File: config.mk
export PLATFORM = sky130hd
export DESIGN_NAME = pll_scan_loader_flat
export DESIGN_NICKNAME = d
export VERILOG_FILES = /design/src/rtl/pll_scan_loader_pkg.sv /design/src/rtl/pll_scan_loader_if.sv /design/src/rtl/pll_scan_delay.sv /design/src/rtl/pll_scan_loader.sv /design/src/flat_wrapper.sv
export SDC_FILE = /design/constraint.sdc
export NUM_CORES = 1
export LEC_CHECK = 0
export ABC_AREA = 1
export BUFFER_PORTS_ARGS = -buffer_cell sky130_fd_sc_hd__buf_2
export CORE_ASPECT_RATIO = 0.5
export CORE_MARGIN = 3
export CORE_UTILIZATION = 42
export DETAILED_ROUTE_END_ITERATION = 10
export SYNTH_ARGS = -nofsm -noshare
export SYNTH_HDL_FRONTEND = slang
export SYNTH_HIERARCHICAL = 1
export SYNTH_SLANG_ARGS = --single-unit
export TNS_END_PERCENT = 30
File: constraint.sdc
create_clock -name clock -period 2.2 [get_ports clock]
set_input_delay 0.33 -clock clock [delete_from_list [all_inputs] [get_ports clock]]
set_output_delay 0.33 -clock clock [all_outputs]
set_load 0.03 [all_outputs]
File: src/rtl/pll_scan_loader_pkg.sv
// Shared constants and types for the PLL scan-chain loader: default chain
// geometry, counter widths and the controller state encoding.
package pll_scan_loader_pkg;

  localparam int DEF_SCAN_LEN = 144;
  localparam int DEF_ROM_LAT  = 2;
  localparam int DEF_TIMEOUT  = 4096;

  // ROM index width; the chain length must not exceed 2**ADDR_W bits.
  localparam int ADDR_W  = 8;
  // Per-state cycle counter; wide enough to reach the default timeout.
  localparam int TIMER_W = 13;

  typedef enum logic [2:0] {
    IDLE,
    READ,
    DRAIN,
    WAIT_RECONF,
    UPDATE,
    WAIT_DONE,
    WAIT_LOCK
  } state_t;

  // States in which the controller is waiting on the ROM or PLL and can time out.
  function automatic logic is_wait_state(input state_t s);
    return (s == WAIT_RECONF) || (s == WAIT_DONE) || (s == WAIT_LOCK);
  endfunction

endpackage

File: src/rtl/pll_scan_loader_if.sv
// Bundle of the ROM read port and the PLL reconfiguration port driven by the
// loader. The loader is the master; the ROM/PLL side is the slave.
interface pll_scan_loader_if;
  import pll_scan_loader_pkg::*;

  logic [ADDR_W-1:0] rom_address;
  logic              rom_read_ena;
  logic              rom_q;
  logic              rom_reconfig;
  logic              pll_scanclkena;
  logic              pll_scandata;
  logic              pll_configupdate;
  logic              pll_scandone;
  logic              pll_locked;

  modport master (
    output rom_address, rom_read_ena,
    output pll_scanclkena, pll_scandata, pll_configupdate,
    input  rom_q, rom_reconfig,
    input  pll_scandone, pll_locked
  );

  modport slave (
    input  rom_address, rom_read_ena,
    input  pll_scanclkena, pll_scandata, pll_configupdate,
    output rom_q, rom_reconfig,
    output pll_scandone, pll_locked
  );

endinterface

File: src/rtl/pll_scan_delay.sv
// Fixed-depth shift register that delays the ROM read enable by the ROM read
// latency so it lines up with the data bit returned for the same address.
module pll_scan_delay
  import pll_scan_loader_pkg::*;
#(
  parameter int LAT = DEF_ROM_LAT
) (
  input  logic clock,
  input  logic reset,
  input  logic din,
  output logic dout
);

  logic [LAT-1:0] taps;

  // Shift the enable one tap per cycle; reset empties the line so a load cut
  // short by reset stops shifting immediately.
  always_ff @(posedge clock) begin
    if (reset) begin
      taps <= '0;
    end else begin
      taps[0] <= din;
      for (int i = 1; i < LAT; i++) begin
        taps[i] <= taps[i-1];
      end
    end
  end

  assign dout = taps[LAT-1];

endmodule

File: src/rtl/pll_scan_loader.sv
// Streams a PLL scan chain out of a ROM and sequences the PLL update:
// read SCAN_LEN bits, wait for the ROM's reconfig authorisation, strobe
// configupdate, then wait for scandone and lock. Wait states time out.
module pll_scan_loader
  import pll_scan_loader_pkg::*;
#(
  parameter int SCAN_LEN = DEF_SCAN_LEN,
  parameter int ROM_LAT  = DEF_ROM_LAT,
  parameter int TIMEOUT  = DEF_TIMEOUT
) (
  input  logic              clock,
  input  logic              reset,
  input  logic              trigger,
  output logic              busy,
  output logic              error,
  pll_scan_loader_if.master bus
);

  localparam logic [ADDR_W-1:0]  LAST_ADDR    = ADDR_W'(SCAN_LEN - 1);
  localparam logic [TIMER_W-1:0] DRAIN_LAST   = TIMER_W'(ROM_LAT - 1);
  localparam logic [TIMER_W-1:0] TIMEOUT_LAST = TIMER_W'(TIMEOUT - 1);

  state_t              state;
  logic [ADDR_W-1:0]   rom_addr;
  logic                read_ena;
  logic                config_update;
  logic                pending;
  logic                reconfig_seen;
  logic                scandone_q;
  logic [TIMER_W-1:0]  timer;
  logic                scan_ena;
  logic                timed_out;

  assign timed_out = is_wait_state(state) && (timer == TIMEOUT_LAST);

  // Controller: one register set for state, ROM address, strobes and flags.
  always_ff @(posedge clock) begin
    if (reset) begin
      state         <= IDLE;
      rom_addr      <= '0;
      read_ena      <= 1'b0;
      config_update <= 1'b0;
      busy          <= 1'b0;
      error         <= 1'b0;
      pending       <= 1'b0;
      reconfig_seen <= 1'b0;
      scandone_q    <= 1'b0;
      timer         <= '0;
    end else begin
      scandone_q    <= bus.pll_scandone;
      config_update <= 1'b0;
      timer         <= timer + TIMER_W'(1);
      if (trigger && (state != IDLE)) begin
        pending <= 1'b1;
      end
      case (state)
        IDLE: begin
          timer <= '0;
          if (trigger || pending) begin
            state         <= READ;
            busy          <= 1'b1;
            error         <= 1'b0;
            rom_addr      <= '0;
            read_ena      <= 1'b1;
            pending       <= 1'b0;
            reconfig_seen <= 1'b0;
          end
        end
        READ: begin
          if (rom_addr == LAST_ADDR) begin
            state    <= DRAIN;
            read_ena <= 1'b0;
            timer    <= '0;
          end else begin
            rom_addr <= rom_addr + ADDR_W'(1);
          end
        end
        DRAIN: begin
          if (bus.rom_reconfig) begin
            reconfig_seen <= 1'b1;
          end
          if (timer == DRAIN_LAST) begin
            state <= WAIT_RECONF;
            timer <= '0;
          end
        end
        WAIT_RECONF: begin
          if (bus.rom_reconfig || reconfig_seen) begin
            state         <= UPDATE;
            config_update <= 1'b1;
            reconfig_seen <= 1'b0;
            timer         <= '0;
          end else if (timed_out) begin
            state <= IDLE;
            busy  <= 1'b0;
            error <= 1'b1;
            timer <= '0;
          end
        end
        UPDATE: begin
          state <= WAIT_DONE;
          timer <= '0;
        end
        WAIT_DONE: begin
          if (bus.pll_scandone && !scandone_q) begin
            state <= WAIT_LOCK;
            timer <= '0;
          end else if (timed_out) begin
            state <= IDLE;
            busy  <= 1'b0;
            error <= 1'b1;
            timer <= '0;
          end
        end
        WAIT_LOCK: begin
          if (bus.pll_locked) begin
            state <= IDLE;
            busy  <= 1'b0;
            timer <= '0;
          end else if (timed_out) begin
            state <= IDLE;
            busy  <= 1'b0;
            error <= 1'b1;
            timer <= '0;
          end
        end
        default: begin
          state <= IDLE;
          busy  <= 1'b0;
          timer <= '0;
        end
      endcase
    end
  end

  pll_scan_delay #(
    .LAT (ROM_LAT)
  ) u_delay (
    .clock (clock),
    .reset (reset),
    .din   (read_ena),
    .dout  (scan_ena)
  );

  assign bus.rom_address      = rom_addr;
  assign bus.rom_read_ena     = read_ena;
  assign bus.pll_scanclkena   = scan_ena;
  assign bus.pll_scandata     = scan_ena & bus.rom_q;
  assign bus.pll_configupdate = config_update;

endmodule

File: src/flat_wrapper.sv
// flat-port wrapper written by rule: the top's interface ports become plain ports
module pll_scan_loader_flat import pll_scan_loader_pkg::*;
#(
  parameter int SCAN_LEN = DEF_SCAN_LEN,
  parameter int ROM_LAT  = DEF_ROM_LAT,
  parameter int TIMEOUT  = DEF_TIMEOUT
)
  (clock, reset, trigger, busy, error, bus_rom_address, bus_rom_read_ena, bus_pll_scanclkena, bus_pll_scandata, bus_pll_configupdate, bus_rom_q, bus_rom_reconfig, bus_pll_scandone, bus_pll_locked);
  pll_scan_loader_if bus_i ();
  input  logic clock;
  input  logic reset;
  input  logic trigger;
  output logic busy;
  output logic error;
  output wire logic [$bits(bus_i.rom_address)-1:0] bus_rom_address;
  output wire logic [$bits(bus_i.rom_read_ena)-1:0] bus_rom_read_ena;
  output wire logic [$bits(bus_i.pll_scanclkena)-1:0] bus_pll_scanclkena;
  output wire logic [$bits(bus_i.pll_scandata)-1:0] bus_pll_scandata;
  output wire logic [$bits(bus_i.pll_configupdate)-1:0] bus_pll_configupdate;
  input wire logic [$bits(bus_i.rom_q)-1:0] bus_rom_q;
  input wire logic [$bits(bus_i.rom_reconfig)-1:0] bus_rom_reconfig;
  input wire logic [$bits(bus_i.pll_scandone)-1:0] bus_pll_scandone;
  input wire logic [$bits(bus_i.pll_locked)-1:0] bus_pll_locked;
  assign bus_rom_address = bus_i.rom_address;
  assign bus_rom_read_ena = bus_i.rom_read_ena;
  assign bus_pll_scanclkena = bus_i.pll_scanclkena;
  assign bus_pll_scandata = bus_i.pll_scandata;
  assign bus_pll_configupdate = bus_i.pll_configupdate;
  assign bus_i.rom_q = bus_rom_q;
  assign bus_i.rom_reconfig = bus_rom_reconfig;
  assign bus_i.pll_scandone = bus_pll_scandone;
  assign bus_i.pll_locked = bus_pll_locked;
  pll_scan_loader #(.SCAN_LEN(SCAN_LEN), .ROM_LAT(ROM_LAT), .TIMEOUT(TIMEOUT)) u_core (.clock(clock), .reset(reset), .trigger(trigger), .busy(busy), .error(error), .bus(bus_i));
endmodule
==> qor.csv, run 1 <==
stage;metric;value;unit
place;# port buffers;20;
timing;RSZ-0062 raised after global routing;false;
place;Cells after DPL;306;
place;DPL Wire Length;2560;um
global_routing;gr ovfl total;0;
timing;final clock skew;4.41;ps
logic_synthesis;Post-synth top cells;nand2_1 (44), nor2_1 (37), dfxtp_1 (33);
logic_synthesis;number of synthesized register bits;33;
setup_path;FF-to-FF Start;u_core/state[2];
setup_path;Most common cell on crit path;nand3_2;
power;VDD IR max;0.000466;V
setup_path;reg2reg end;u_core/timer[1];
finish;final instance area;2000;um2
logic_synthesis;synth top area cells;dfxtp_1 (36%), nand2_1 (9.1%), nor2_4 (8.1%), nor2_1 (7.7%), inv_1 (4.8%);
finish;Total Nets Final;269;
finish;fillcell total;406;
floorplanning;DIE AREA;5190;um2
logic_synthesis;ys async rst share;0;%
logic_synthesis;net count after synthesis;247;
timing;Final period util;83.5;%
power;Power Density;890;nW/um2
clock_tree;CTS tree;built;
place;dpl ws;359;ps
timing;max_slew headroom;70.7;%
timing;hold_ws;268;ps
min_path;hold depth;3;
clock_tree;clock sink count;33;
timing;Final Setup Violations;0;
setup_path;r2r worst-path depth;8;
logic_synthesis;Yosys top cell area share;36.4;%
min_path;Hold Startpoint;bus_pll_scandone;
finish;number of antenna diodes;0;
setup_path;crit-path max cell delay;590;ps
logic_synthesis;gate count of the mapped netlist;237;
clock_tree;clock-pin slew on the worst setup and hold paths;60;ps
clock_tree;root buffer cell;clkbuf_8;
place;Post-Place Cell Area;1930;um2
setup_path;Worst EP required;2410;ps
setup_path;Critical Path Start Type;flop;
logic_synthesis;EDFF count, synth;0;
clock_tree;cts bufs inserted;5;
setup_path;CP Class;flop to flop;
logic_synthesis;Main synth FF type;dfxtp_1;
power;leak pwr;0.843;nW
clock_tree;hold buffer count at CTS;0;
global_routing;global-route wire length before repair;5740;um
floorplanning;Die H;52.5;um
finish;area of the multi-input gates;982;um2
finish;fin util;49.7;%
floorplanning;I/O pins;21;
detailed_routing;vias;1486;
logic_synthesis;synth unique cells;32;
detailed_routing;routed len/inst;10.6;um
logic_synthesis;Ys Warns;6;
clock_tree;cts repair resizes;0;
timing;Fin. Hold Viols;0;
timing;Least-Margin Pin Slew;439;ps
detailed_routing;TritonRoute pass-1 iters;4;
finish;Final Non-Filler Cells;312;
floorplanning;Die X-Extent;98.9;um
clock_tree;maximum clock path buffer count;2;
status;status;finished, final reports clean;
global_routing;vias in the first global route;1352;
floorplanning;num rows;16;
setup_path;Reg2Reg Setup Slack;360;ps
logic_synthesis;Synth Cell Area;1810;um2
timing;Tmin final;1840;ps
clock_tree;Setup Buffers After CTS;0;
logic_synthesis;area leader, netlist;dfxtp_1;
setup_path;CP Capture Type;flop;
place;RePlAce Congestion;0.931;
setup_path;Slowest cell on crit path;dfxtp_1;
finish;share of post-route cells with drive strength above 1;24.8;%
timing;max-slew violation count;0;
setup_path;cells along the critical path;inv_2 -> nand3_2 -> nand3_2 -> nand3_4 -> nand2_2 -> nand3_2 -> nand4_4 -> nor2_1;
logic_synthesis;count leader, synth;nand2_1;
floorplanning;core area;4020;um2
detailed_routing;Vias/cell;4.76;
logic_synthesis;post-synthesis sequential area ratio;36.4;%
setup_path;CP Max Fanout;13;
run;MaxCap Viol Count;0;
min_path;min-delay worst type;primary input to flop;
global_routing;largest net degree at the start of global routing;14;
logic_synthesis;mean area per synthesized cell;7.65;um2
timing;setup TNS;0;ps
detailed_routing;initial DRC count;50;
global_routing;All-Layer GR Usage;14.2;%
detailed_routing;WL final;3310;um
setup_path;Crit path arrival time;2050;ps
timing;final worst slack;363;ps
finish;Storage cell area;661;um2
detailed_routing;Post-route DRC;0;
detailed_routing;Final ANT Viol Nets;0;
floorplanning;Initial Util;45.1;%
finish;area grow syn2layout;10.4;%
power;overall power;1.78;mW
min_path;Hold Crit Endpoint;u_core/scandone_q;
clock_tree;Max H-tree Level;2;
timing;FMAX;544;MHz
clock_tree;Clk Latency, worst-skew pair;280;ps
global_routing;antenna violations before repair;0;
[power by group]
part / internal, mW / leakage [nW] / switching (mW)
Clock: 0.208 / 0.0399 / 0.201
Combinational: 0.197 / 0.535 / 0.436
Sequential: 0.661 / 0.268 / 0.0785
Total: 1.07 / 0.843 / 0.716
[cells by family after synthesis]
logic type	share of synthesized area (%)
xor gates and xnor gates	4.83
and+or+nand+nor	38.4
DFF	36.4
buffers and inverters	9.39
AOI/OAI and AO/OA	8.83
adders and majority gates	2.07
[state kept, by name, summed over array words and instances (netlist names)]
register	cells
u_core/bus.rom_address	8
u_core/error	1
u_core/reconfig_seen	1
u_core/u_delay/taps	2
u_core/busy	1
u_core/timer	13
u_core/scandone_q	1
u_core/state	3
u_core/bus.pll_configupdate	1
u_core/pending	1
u_core/bus.rom_read_ena	1
[final cells by class]
cell class / count / area share [%]
multi-input cells: 168 / 49.1
flip-flops and latches: 33 / 33.0
inverters: 31 / 5.82
repair buffers: 20 / 5.00
clock buffers: 5 / 3.44
well taps: 54 / 3.38
clock inverters: 1 / 0.250
[layer usage]
layer	wire length (um)	up-vias	track usage [%]
li1	-	792	-
met1	1660	660	17.3
met2	1450	26	22.8
met3	149	8	5.18
met4	46	0	6.12
met5	0	-	0
[worst max path at each step]
stage,cells after the start,start,to,slack [ps]
global route,8,u_core/state[2],u_core/timer[0],200
floorplan,9,u_core/bus.rom_address[0],u_core/timer[12],450
finish,8,u_core/state[2],u_core/timer[1],360
detailed placement,8,u_core/state[2],u_core/timer[2],360
CTS,8,u_core/state[2],u_core/timer[1],350
global placement,8,u_core/state[2],u_core/timer[2],420
[cells in the final DEF (no fill, tap or decap), drive strengths merged, types with 2 or more instances in the layout]
cell,n
nand4,7
nand3,14
o21ai,10
ha,3
dfxtp,33
buf,20
clkbuf,5
xor2,7
nor3,3
nand2,49
o21a,2
a21oi,13
inv,31
nor2,52
xnor2,3
[worst max-delay path, delay by kind of cell (launching register included)]
family | cells | cell delay, ps
simple gates | 7 | 1060
flops | 1 | 590
buf+inv | 1 | 100
Power figures use the tool's default switching activity.
==> run 2: changes to the inputs <==
==> constraint.sdc (replaced) <==
create_clock -name clock -period 1.8 [get_ports clock]
set_input_delay 0.27 -clock clock [delete_from_list [all_inputs] [get_ports clock]]
set_output_delay 0.27 -clock clock [all_outputs]
set_load 0.03 [all_outputs]
==> qor.csv, run 2 (synthesized netlist as in run 1, its figures left out) <==
stage;metric;value;unit
finish;most frequent cells in the layout;nand2_1 (44), nor2_1 (36), dfxtp_1 (33);
setup_path;cells along the critical path;ha_1 -> nand2_1 -> nor2_2 -> nand4_1 -> nand2_2 -> nand3_2 -> nand4_4 -> buf_12 -> nor2_1;
finish;largest reg by FF count;u_core/timer;
place;# port buffers;20;
floorplanning;Initial Util;45.1;%
min_path;min-delay worst type;primary input to flop;
setup_path;Critical Path Start Type;flop;
setup_path;crit-path max cell delay;390;ps
clock_tree;Max H-tree Level;2;
global_routing;vias in the first global route;1387;
setup_path;r2r worst-path depth;9;
finish;final instance area;2070;um2
clock_tree;cts bufs inserted;5;
place;Post-Place Cell Area;1940;um2
power;leak pwr;0.878;nW
timing;Tmin final;1690;ps
power;VDD IR max;0.000451;V
timing;hold_ws;209;ps
clock_tree;maximum clock path buffer count;2;
finish;share of post-route cells with drive strength above 1;26.6;%
setup_path;Slowest cell on crit path;dfxtp_1;
setup_path;CP Max Fanout;13;
detailed_routing;TritonRoute pass-1 iters;4;
timing;Final Setup Violations;0;
setup_path;Crit path arrival time;1860;ps
power;switching share of power;38.7;%
power;Comb power frac;34.8;%
finish;number of antenna diodes;0;
finish;fin util;51.3;%
power;Power Density;1120;nW/um2
setup_path;Worst EP required;1970;ps
setup_path;CP Capture Type;flop;
finish;max reg flops;13;
power;sequential cell fraction of total power;39.0;%
detailed_routing;Vias/cell;4.71;
global_routing;antenna violations before repair;0;
detailed_routing;Final ANT Viol Nets;0;
detailed_routing;vias;1494;
power;P_int;1.42;mW
setup_path;reg2reg end;u_core/timer[2];
global_routing;grt met3 use;4.78;%
timing;final clock skew;6.84;ps
global_routing;largest net degree at the start of global routing;14;
power;Clock power frac;26.2;%
clock_tree;CTS tree;built;
timing;Final period util;93.9;%
place;RePlAce Congestion;0.869;
timing;Fin. Hold Viols;0;
clock_tree;clock sink count;33;
timing;max_slew headroom;72.6;%
floorplanning;Die H;52.5;um
global_routing;global-route wire length before repair;5760;um
min_path;hold depth;3;
min_path;Hold Startpoint;bus_pll_scandone;
floorplanning;DIE AREA;5190;um2
setup_path;FF-to-FF Start;u_core/bus.rom_address[0];
place;DPL Wire Length;2580;um
timing;Least-Margin Pin Slew;411;ps
min_path;Hold Crit Endpoint;u_core/scandone_q;
run;MaxCap Viol Count;0;
floorplanning;core area;4020;um2
floorplanning;I/O pins;21;
finish;fillcell total;401;
floorplanning;Die X-Extent;98.9;um
timing;FMAX;592;MHz
setup_path;CP Class;flop to flop;
clock_tree;Clk Latency, worst-skew pair;280;ps
global_routing;GRT met1 Usage;17.0;%
global_routing;gr ovfl total;0;
power;P_sw;895;uW
finish;Total Nets Final;272;
timing;max-slew violation count;0;
finish;commonest non-fill, non-tap cell in the layout;nand2_1;
clock_tree;root buffer cell;clkbuf_8;
detailed_routing;routed len/inst;10.6;um
status;status;finished, final reports clean;
setup_path;Worst Setup SP;u_core/bus.rom_address[0];
finish;area grow syn2layout;13.9;%
setup_path;Reg2Reg Setup Slack;110;ps
floorplanning;num rows;16;
global_routing;All-Layer GR Usage;14.0;%
clock_tree;hold buffer count at CTS;0;
clock_tree;clock-pin slew on the worst setup and hold paths;70;ps
detailed_routing;Post-route DRC;0;
global_routing;layer with the highest usage;met2;
detailed_routing;WL final;3360;um
global_routing;met2 Usage GRT;23.1;%
detailed_routing;initial DRC count;50;
run 2: cell count changes in the layout (fill, tap and decap cells not counted):
cell      change
buf_4         +2
clkbuf_8      +2
buf_12        +1
nor2_1        -1
nor2_2        +1
run 2: worst max-delay path: cells and delay by family (launching register included):
kind | cells | cell delay (ps)
simple gates | 7 | 790
flops | 1 | 390
fa+ha+maj | 1 | 200
buf+inv | 1 | 180
run 2: per-stage QoR:
step / setup TNS (ps) / setup slack (ps) / cells / total power [mW]
after floorplan: 0 / 51.1 / 237 / 1.58
after global placement: 0 / 51.3 / 308 / 1.70
after detailed placement: 0 / 33.5 / 308 / 1.71
after CTS: 0 / 14.9 / 316 / 2.33
after global routing: -54.8 / -24.3 / 317 / 2.49
final: 0 / 110 / 317 / 2.31
run 2: worst max-delay path by stage:
stage	slack, ps	to
6_report	110	u_core/timer[2]
5_1_grt	-20	u_core/state[0]
4_1_cts	10	u_core/timer[1]
3_5_place_dp	30	u_core/timer[1]
3_3_place_gp	50	u_core/timer[2]
2_1_floorplan	50	u_core/timer[12]
run 2: cell type report:
class / count / area, um2 / share of cell area [%]
tap: 54 / 67.6 / 3.27
timing repair buffer: 23 / 135 / 6.54
clock inverter: 1 / 5.00 / 0.242
sequential: 33 / 661 / 32.0
multi-input combinational: 168 / 985 / 47.7
clock buffer: 7 / 96.3 / 4.66
inverter: 31 / 116 / 5.63
run 2: repair_timing:
item                       4_1_cts  5_1_grt
setup endpoints to repair        0       16
setup buffers                    0        1
resized for setup                0        1
run 2: power groups by stage:
| stage | logic (mW) | clock network (mW) | registers (mW) |
|---|---|---|---|
| 3_3_place_gp | 0.789 | 0 | 0.915 |
| 3_5_place_dp | 0.790 | 0 | 0.916 |
| 2_1_floorplan | 0.632 | 0 | 0.945 |
| 4_1_cts | 0.791 | 0.634 | 0.901 |
| 5_1_grt | 0.912 | 0.663 | 0.914 |
| 6_report | 0.806 | 0.605 | 0.902 |
run 2: layer usage:
| metal | vias up | part of all wire (%) |
|---|---|---|
| met5 | - | 0 |
| met4 | 0 | 0.51 |
| met3 | 2 | 5.2 |
| met2 | 34 | 46 |
| met1 | 661 | 48 |
| li1 | 797 | - |
